--- src/rtl/prog_loader.sv ---
// Boot-time program loader: frames a 16-bit din stream into 32-bit instruction
// writes, verifies an XOR checksum and holds the core in reset until it passes.
module prog_loader #(
  parameter int ADDR_W = 4,
  parameter int INST_W = 32
) (
  input  logic              clk,
  input  logic              sys_rst,
  input  logic [15:0]       din,
  input  logic              din_valid,
  output logic              din_ready,
  input  logic              reload,
  output logic              imem_we,
  output logic [ADDR_W-1:0] imem_addr,
  output logic [INST_W-1:0] imem_wdata,
  output logic              cpu_rst,
  output logic              load_done,
  output logic              err
);

  localparam int DEPTH = 1 << ADDR_W;
  localparam logic [15:0]   DEPTH16 = 16'(DEPTH);
  localparam logic [ADDR_W:0] ONE   = (ADDR_W+1)'(1);

  typedef enum logic [2:0] {
    S_HDR, S_HI, S_LO, S_CSUM, S_RUN, S_ERR
  } state_t;

  state_t            state;
  logic [ADDR_W:0]   cnt;   // one bit wider than the address so N = DEPTH fits
  logic [ADDR_W:0]   idx;
  logic [15:0]       csum;
  logic [15:0]       hi;
  logic              acc;

  assign acc = din_valid & din_ready;

  always_ff @(posedge clk or negedge sys_rst) begin
    if (!sys_rst) begin
      state      <= S_HDR;
      din_ready  <= 1'b0;
      imem_we    <= 1'b0;
      imem_addr  <= '0;
      imem_wdata <= '0;
      cpu_rst    <= 1'b1;
      load_done  <= 1'b0;
      err        <= 1'b0;
      cnt        <= '0;
      idx        <= '0;
      csum       <= '0;
      hi         <= '0;
    end else begin
      imem_we <= 1'b0;
      case (state)
        S_HDR: begin
          din_ready <= 1'b1;
          if (acc) begin
            if (din == '0 || din > DEPTH16) begin
              state     <= S_ERR;
              din_ready <= 1'b0;
              err       <= 1'b1;
            end else begin
              cnt   <= din[ADDR_W:0];
              idx   <= '0;
              csum  <= din;
              state <= S_HI;
            end
          end
        end
        S_HI: begin
          if (acc) begin
            hi    <= din;
            csum  <= csum ^ din;
            state <= S_LO;
          end
        end
        S_LO: begin
          if (acc) begin
            csum       <= csum ^ din;
            imem_wdata <= INST_W'({hi, din});
            imem_we    <= 1'b1;
            imem_addr  <= idx[ADDR_W-1:0];
            if (idx == cnt - ONE) begin
              state <= S_CSUM;
            end else begin
              idx   <= idx + ONE;
              state <= S_HI;
            end
          end
        end
        S_CSUM: begin
          if (acc) begin
            din_ready <= 1'b0;
            if (din == csum) begin
              state     <= S_RUN;
              cpu_rst   <= 1'b0;
              load_done <= 1'b1;
            end else begin
              state <= S_ERR;
              err   <= 1'b1;
            end
          end
        end
        S_RUN, S_ERR: begin
          // memory contents are kept; only the handshake and status restart
          if (reload) begin
            state     <= S_HDR;
            din_ready <= 1'b1;
            cpu_rst   <= 1'b1;
            load_done <= 1'b0;
            err       <= 1'b0;
          end
        end
        default: begin
          state     <= S_HDR;
          din_ready <= 1'b0;
        end
      endcase
    end
  end

endmodule

--- config.mk ---
export PLATFORM = sky130hd
export DESIGN_NAME = prog_loader
export DESIGN_NICKNAME = d
export VERILOG_FILES = /design/src/rtl/prog_loader.sv
export SDC_FILE = /design/constraint.sdc
export NUM_CORES = 1
export LEC_CHECK = 0
export BUFFER_PORTS_ARGS = -buffer_cell sky130_fd_sc_hd__buf_2
export CAP_MARGIN = 20
export CORE_ASPECT_RATIO = 1.25
export CORE_MARGIN = 1
export CORE_UTILIZATION = 52
export CTS_CLUSTER_DIAMETER = 40
export DETAILED_ROUTE_END_ITERATION = 12
export PLACE_DENSITY_LB_ADDON = 0.15
export SLEW_MARGIN = 15
export SYNTH_ARGS = -nofsm -noshare
export SYNTH_HDL_FRONTEND = slang
export SYNTH_SLANG_ARGS = --single-unit
--- constraint.sdc ---
create_clock -name clk -period 2.85 [get_ports clk]
set_input_delay 0.1425 -clock clk [delete_from_list [all_inputs] [get_ports clk]]
set_output_delay 0.1425 -clock clk [all_outputs]
set_load 0.03 [all_outputs]
== Yosys cells after proc, flatten, opt, wreduce, memory -nomap -nowiden ==
Index checks and enable logic that the tools add are counted.

* Bits in registers: 86
* Input bits: 20
* Output and inout port bits: 41
* Word-level logic and storage cells: 92

* Add/sub/neg operators: 2
* Order comparisons: 1
* Eq/ne operators: 18
* Mux-type cells: 37
* Bitwise logic cells: 4
* Reductions and logical operators: 18

{| class="wikitable"
|+ Operators with widths
! cell !! count
|-
| $mux W16 || 3
|-
| $pmux W16 S2 || 1
|-
| $mux W5 || 4
|-
| $ne A2 B2 Y1 const B || 10
|-
| $mux W3 || 6
|-
| $eq A16 B16 Y1 || 1
|-
| $gt A16 B5 Y1 const B || 1
|-
| $logic_not A16 Y1 || 1
|-
| $mux W1 || 16
|-
| $xor A16 B16 Y16 || 1
|-
| $pmux W3 S5 || 1
|-
| $pmux W5 S2 || 1
|-
| $reduce_and A5 Y1 || 2
|-
| $reduce_and A4 Y1 || 2
|-
| $eq A3 B2 Y1 const B || 2
|-
| $eq A3 B3 Y1 const B || 2
|-
| $reduce_and A3 Y1 || 2
|-
| $reduce_and A6 Y1 || 1
|-
| $reduce_bool A2 Y1 || 3
|-
| $add A5 B1 Y5 const B || 1
|-
| $eq A5 B5 Y1 || 1
|-
| $sub A5 B1 Y5 const B || 1
|-
| $pmux W1 S2 || 2
|-
| $pmux W1 S4 || 1
|-
| other kinds (11) || 14
|}

== Depth between registers and ports, before layout ==
* Depth in word-level cells: 5
* Mapped depth: 8
* Gate-level depth less buffers: 7

== Least setup slack after synthesis ==
No wires, ideal clock.

* Path kind: register to register
* From: register din_ready
* To: register hi[10]
* Library setup time: 125 ps
* Data arrival time: 1953 ps
* Data required time: 2725 ps
* Slack: 772 ps
* Stages on the path, launching flop included: 6
* Buffers on the path: 1
* Clock period less this slack: 2078 ps
* Path through: dfrtp_1 and2_1 nand2b_1 nor2_1 buf_2 mux2_2

* Word-level cells in the longest chain between the ends: 2

{| class="wikitable"
|+ Ends and longest elaborated chain
! element !! RTL line !! RTL
|-
| from (decl) || 11 || <nowiki>output logic din_ready,</nowiki>
|-
| from (signal assigned) || 41 || <nowiki>din_ready <= 1'b0;</nowiki>
|-
| from (signal assigned) || 56 || <nowiki>din_ready <= 1'b1;</nowiki>
|-
| from (signal assigned) || 60 || <nowiki>din_ready <= 1'b0;</nowiki>
|-
| $and A1 B1 Y1 || 36 || <nowiki>assign acc = din_valid & din_ready;</nowiki>
|-
| $reduce_and A2 Y1 (no source line) || n/a ||
|-
| to (signal assigned) || 72 || <nowiki>hi <= din;</nowiki>
|-
| to (decl) || 33 || <nowiki>logic [15:0] hi;</nowiki>
|}

No other way between the ends.
A chain may end at the register's enable or synchronous reset.

== Worst setup path after layout ==
* From: register state[1]
* To: register imem_wdata[21]

* Word-level cells in the longest chain between the ends: 2

{| class="wikitable"
|+ Ends and longest elaborated chain
! element !! RTL line !! RTL
|-
| from (decl) || 29 || <nowiki>state_t state;</nowiki>
|-
| from (signal assigned) || 40 || <nowiki>state <= S_HDR;</nowiki>
|-
| from (signal assigned) || 59 || <nowiki>state <= S_ERR;</nowiki>
|-
| from (signal assigned) || 66 || <nowiki>state <= S_HI;</nowiki>
|-
| $eq A3 B2 Y1 || 54 || <nowiki>case (state)</nowiki>
|-
| $reduce_and A2 Y1 (no source line) || n/a ||
|-
| to (signal assigned) || 80 || <nowiki>imem_wdata <= INST_W'({hi, din});</nowiki>
|-
| to (decl) || 15 || <nowiki>output logic [INST_W-1:0] imem_wdata,</nowiki>
|}

No other way between the ends.

==> metrics.md <==
| Metric | Value |
|---|---|
| Ys flop type | dfrtp_1 |
| Hold path cells | 3 |
| Number of H-tree levels | 3 |
| # IOs | 61 |
| M3 GR Usage | 4.50% |
| Critical path class | flip-flop to flip-flop |
| Initial core utilization | 54.6% |
| Worst slew pin tran | 790 ps |
| Worst-Skew Late Latency | 360 ps |
| Total wire length | 8210 µm |
| Cells after synthesis | 348 |
| CP max stage delay | 740 ps |
| Root Buffer | clkbuf_8 |
| Global routing's busiest layer | met2 |
| Reg2reg start | state[1] |
| Vias in the first global route | 2737 |
| Max Clk Rate | 0.461 GHz |
| Number of synthesized flops with an enable pin | 0 |
| Final Non-Filler Cells | 500 |
| CTS tree | yes |
| Ys Warns | 0 |
| Bufs and invs on worst path | 1 |
| Crit. End Element | flip-flop |
| Slew margin rel. | 47.3% |
| Worst vdd ir | 731 µV |
| Status | complete, no violations |
| Simple-Gate Fraction of Synth Area | 9.09% |
| Global routing usage on met2 | 36.6% |
| Share of cells above drive strength 1 | 37.5% |
| Total CTS buffers | 9 |
| Mux cell area share after synthesis | 15.4% |
| Fin. Hold Viols | 0 |
| Reg2Reg Depth | 4 |
| LEAKAGE | 2.09 nW |
| Area growth syn-to-layout | 13.6% |
| RR Endpoint | imem_wdata[21] |
| Asr flop ratio synth | 100% |
| Die W | 81.3 µm |
| First-pass GRT wire length | 13300 µm |
| DR vias | 2854 |
| Synth area leader | dfrtp_1 |
| Vias per cell | 5.71 |
| Yosys reg bits | 86 |
| Largest family of logic cells by synthesized area | multiplexers |
| Mapped Nets | 370 |
| DR pass1 iterations | 4 |
| Setup TNS | 0 ps |
| Die area | 8220 µm² |
| GRT Util Overall | 21.9% |
| CP arrival | 2420 ps |
| CP Launch Type | flip-flop |
| Clock-pin transition on the worst setup and hold timing paths | 90 ps |
| Post-synthesis sequential area ratio | 52.7% |
| PortBufs | 60 |
| Largest net degree at the start of global routing | 87 |
| Diodes inserted | 0 |
| Pwr Density | 1170 nW/µm² |
| Synth unique cells | 45 |
| Crit path cell chain | nor3b_2, nand2_2, buf_4, mux2_2 |
| XOR/XNOR share of the synthesized area | 5.51% |
| Die Y-Extent | 101 µm |
| Adder-Cell Fraction of Synth Area | 0.612% |
| Routed WL per cell | 16.4 µm |
| Syn Area/Cell | 11.7 µm² |
| Final ANT Viol Nets | 0 |
| Nets | 425 |
| Placed cells | 483 |
| Ranking of synthesized cells by area | dfrtp_1 52%, mux2_2 15%, xor2_1 3.9% |
| DPL Wire Length | 5610 µm |
| HP Class | input port to flip-flop |
| Most frequent cells in the layout | 85 x dfrtp_1, 59 x buf_2, 55 x mux2_2 |
| Hold_ws | 106 ps |
| Final Slew Violations | 0 |
| Post-route clock skew | 11.8 ps |
| Overflow after GRT | 0 |
| Critical path data required time | 3100 ps |
| Hold Path Sink | state[0] |
| Remaining DRCs | 0 |
| FF-to-FF setup slack | 680 ps |
| Compound-Gate Fraction of Synth Area | 12.9% |
| Mapped Area | 4090 µm² |
| Delay-heaviest family, CP | flip-flops |
| RSZ-0062 raised after global routing | false |
| Most common cell after layout, fill and taps aside | dfrtp_1 |
| GP Congestion | 0.779 |
| Final period utilization | 76.2% |
| CP Max Fanout | 31 |
| GRT met1 Usage | 27.5% |
| Final worst path period need | 2170 ps |
| Core ar. | 7490 µm² |
| CTS Sinks | 86 |
| Max Cap Viol | 0 |
| CTS Buffer Depth | 2 |
| FP Rows | 35 |
| Hold wc startpoint | reload |
| Max stage delay cell, worst path | dfrtp_1 |
| Top cell type's share of synthesized area | 52.0% |
| Post-CTS Setup Repair Bufs | 0 |
| Final core occ | 62.0% |
| Final Setup Violations | 0 |
| Initial antenna violation count | 0 |
| Starting DRT DRC Count | 144 |
## stage by stage
step                worst slack, ps  area (µm²)  total power (W)
floorplan                       772        4090          0.00397
global placement                766        4430          0.00452
detailed placement              699        4430          0.00459
CTS                             695        4630          0.00548
global route                    575        4640          0.00579
finish                          679        4640          0.00543
## Yosys cell counts, drive strengths merged (2+ instances only)
cell type   n
a21oi      25
a31oi      21
a41oi       2
and2        2
and3        2
buf        11
clkbuf     11
dfrtp      85
ha          2
inv        10
mux2       55
nand2      13
nand2b      6
nand3      18
nor2        6
nor2b       3
nor3        4
nor3b       2
nor4        7
o21ai      23
xnor2       5
xor2       18
## final cells by class
type | instances | area [µm²]
inverter | 10 | 37.5
clock inverter | 7 | 77.6
sequential | 86 | 2150
fill | 633 | 2840
clock buffer | 9 | 124
tap | 92 | 115
timing repair buffer | 66 | 354
multi-input combinational | 230 | 1780
## cells by family after synthesis
logic type,count (synthesis)
simple gates,67
flops,86
compound gates,81
fa+ha+maj,2
xor+xnor,24
buf+inv,32
mux,56
## how the worst max path moves through the flow
stage / endpoint / slack [ps] / start / depth (start not counted)
2_1_floorplan: hi[10] / 770 / din_ready / 5
3_3_place_gp: imem_wdata[13] / 770 / state[1] / 4
3_5_place_dp: imem_wdata[10] / 700 / state[1] / 4
4_1_cts: imem_wdata[21] / 690 / state[1] / 4
5_1_grt: idx[3] / 570 / state[1] / 5
6_report: imem_wdata[21] / 680 / state[1] / 4
## repair_timing
action                                 4_1_cts  5_1_grt
hold buffers                                 0        1
endpoints found under the hold margin        0       85
gates resized for setup                      0        0
## worst register-to-register path: cells and delay by family, from the launching register on
family / cells / cell delay (ps)
flip-flops: 1 / 740
AND/OR/NAND/NOR: 2 / 670
multiplexers: 1 / 340
buffers and inverters: 1 / 320
## per-layer routing
layer  wire (µm)  share of wire (%)  vias up
li1            -                  -     1357
met1        3590                 44     1440
met2        4230                 52       49
met3         276                3.4        8
met4         112                1.4        0
met5           0                  0        -
## where the power goes
part           total, W  switching (W)  internal (W)
clock network  0.000884       0.000469      0.000414
logic           0.00236        0.00140      0.000956
registers       0.00219       0.000431       0.00176
total           0.00543        0.00230       0.00313
## sequential cells by signal, indices dropped and copies added (netlist names)
signal      cells
imem_addr       4
load_done       1
cnt             5
imem_we         1
idx             5
state           3
err             1
cpu_rst         1
csum           16
hi             16
din_ready       1
imem_wdata     32
Power figures use the tool's default switching activity.
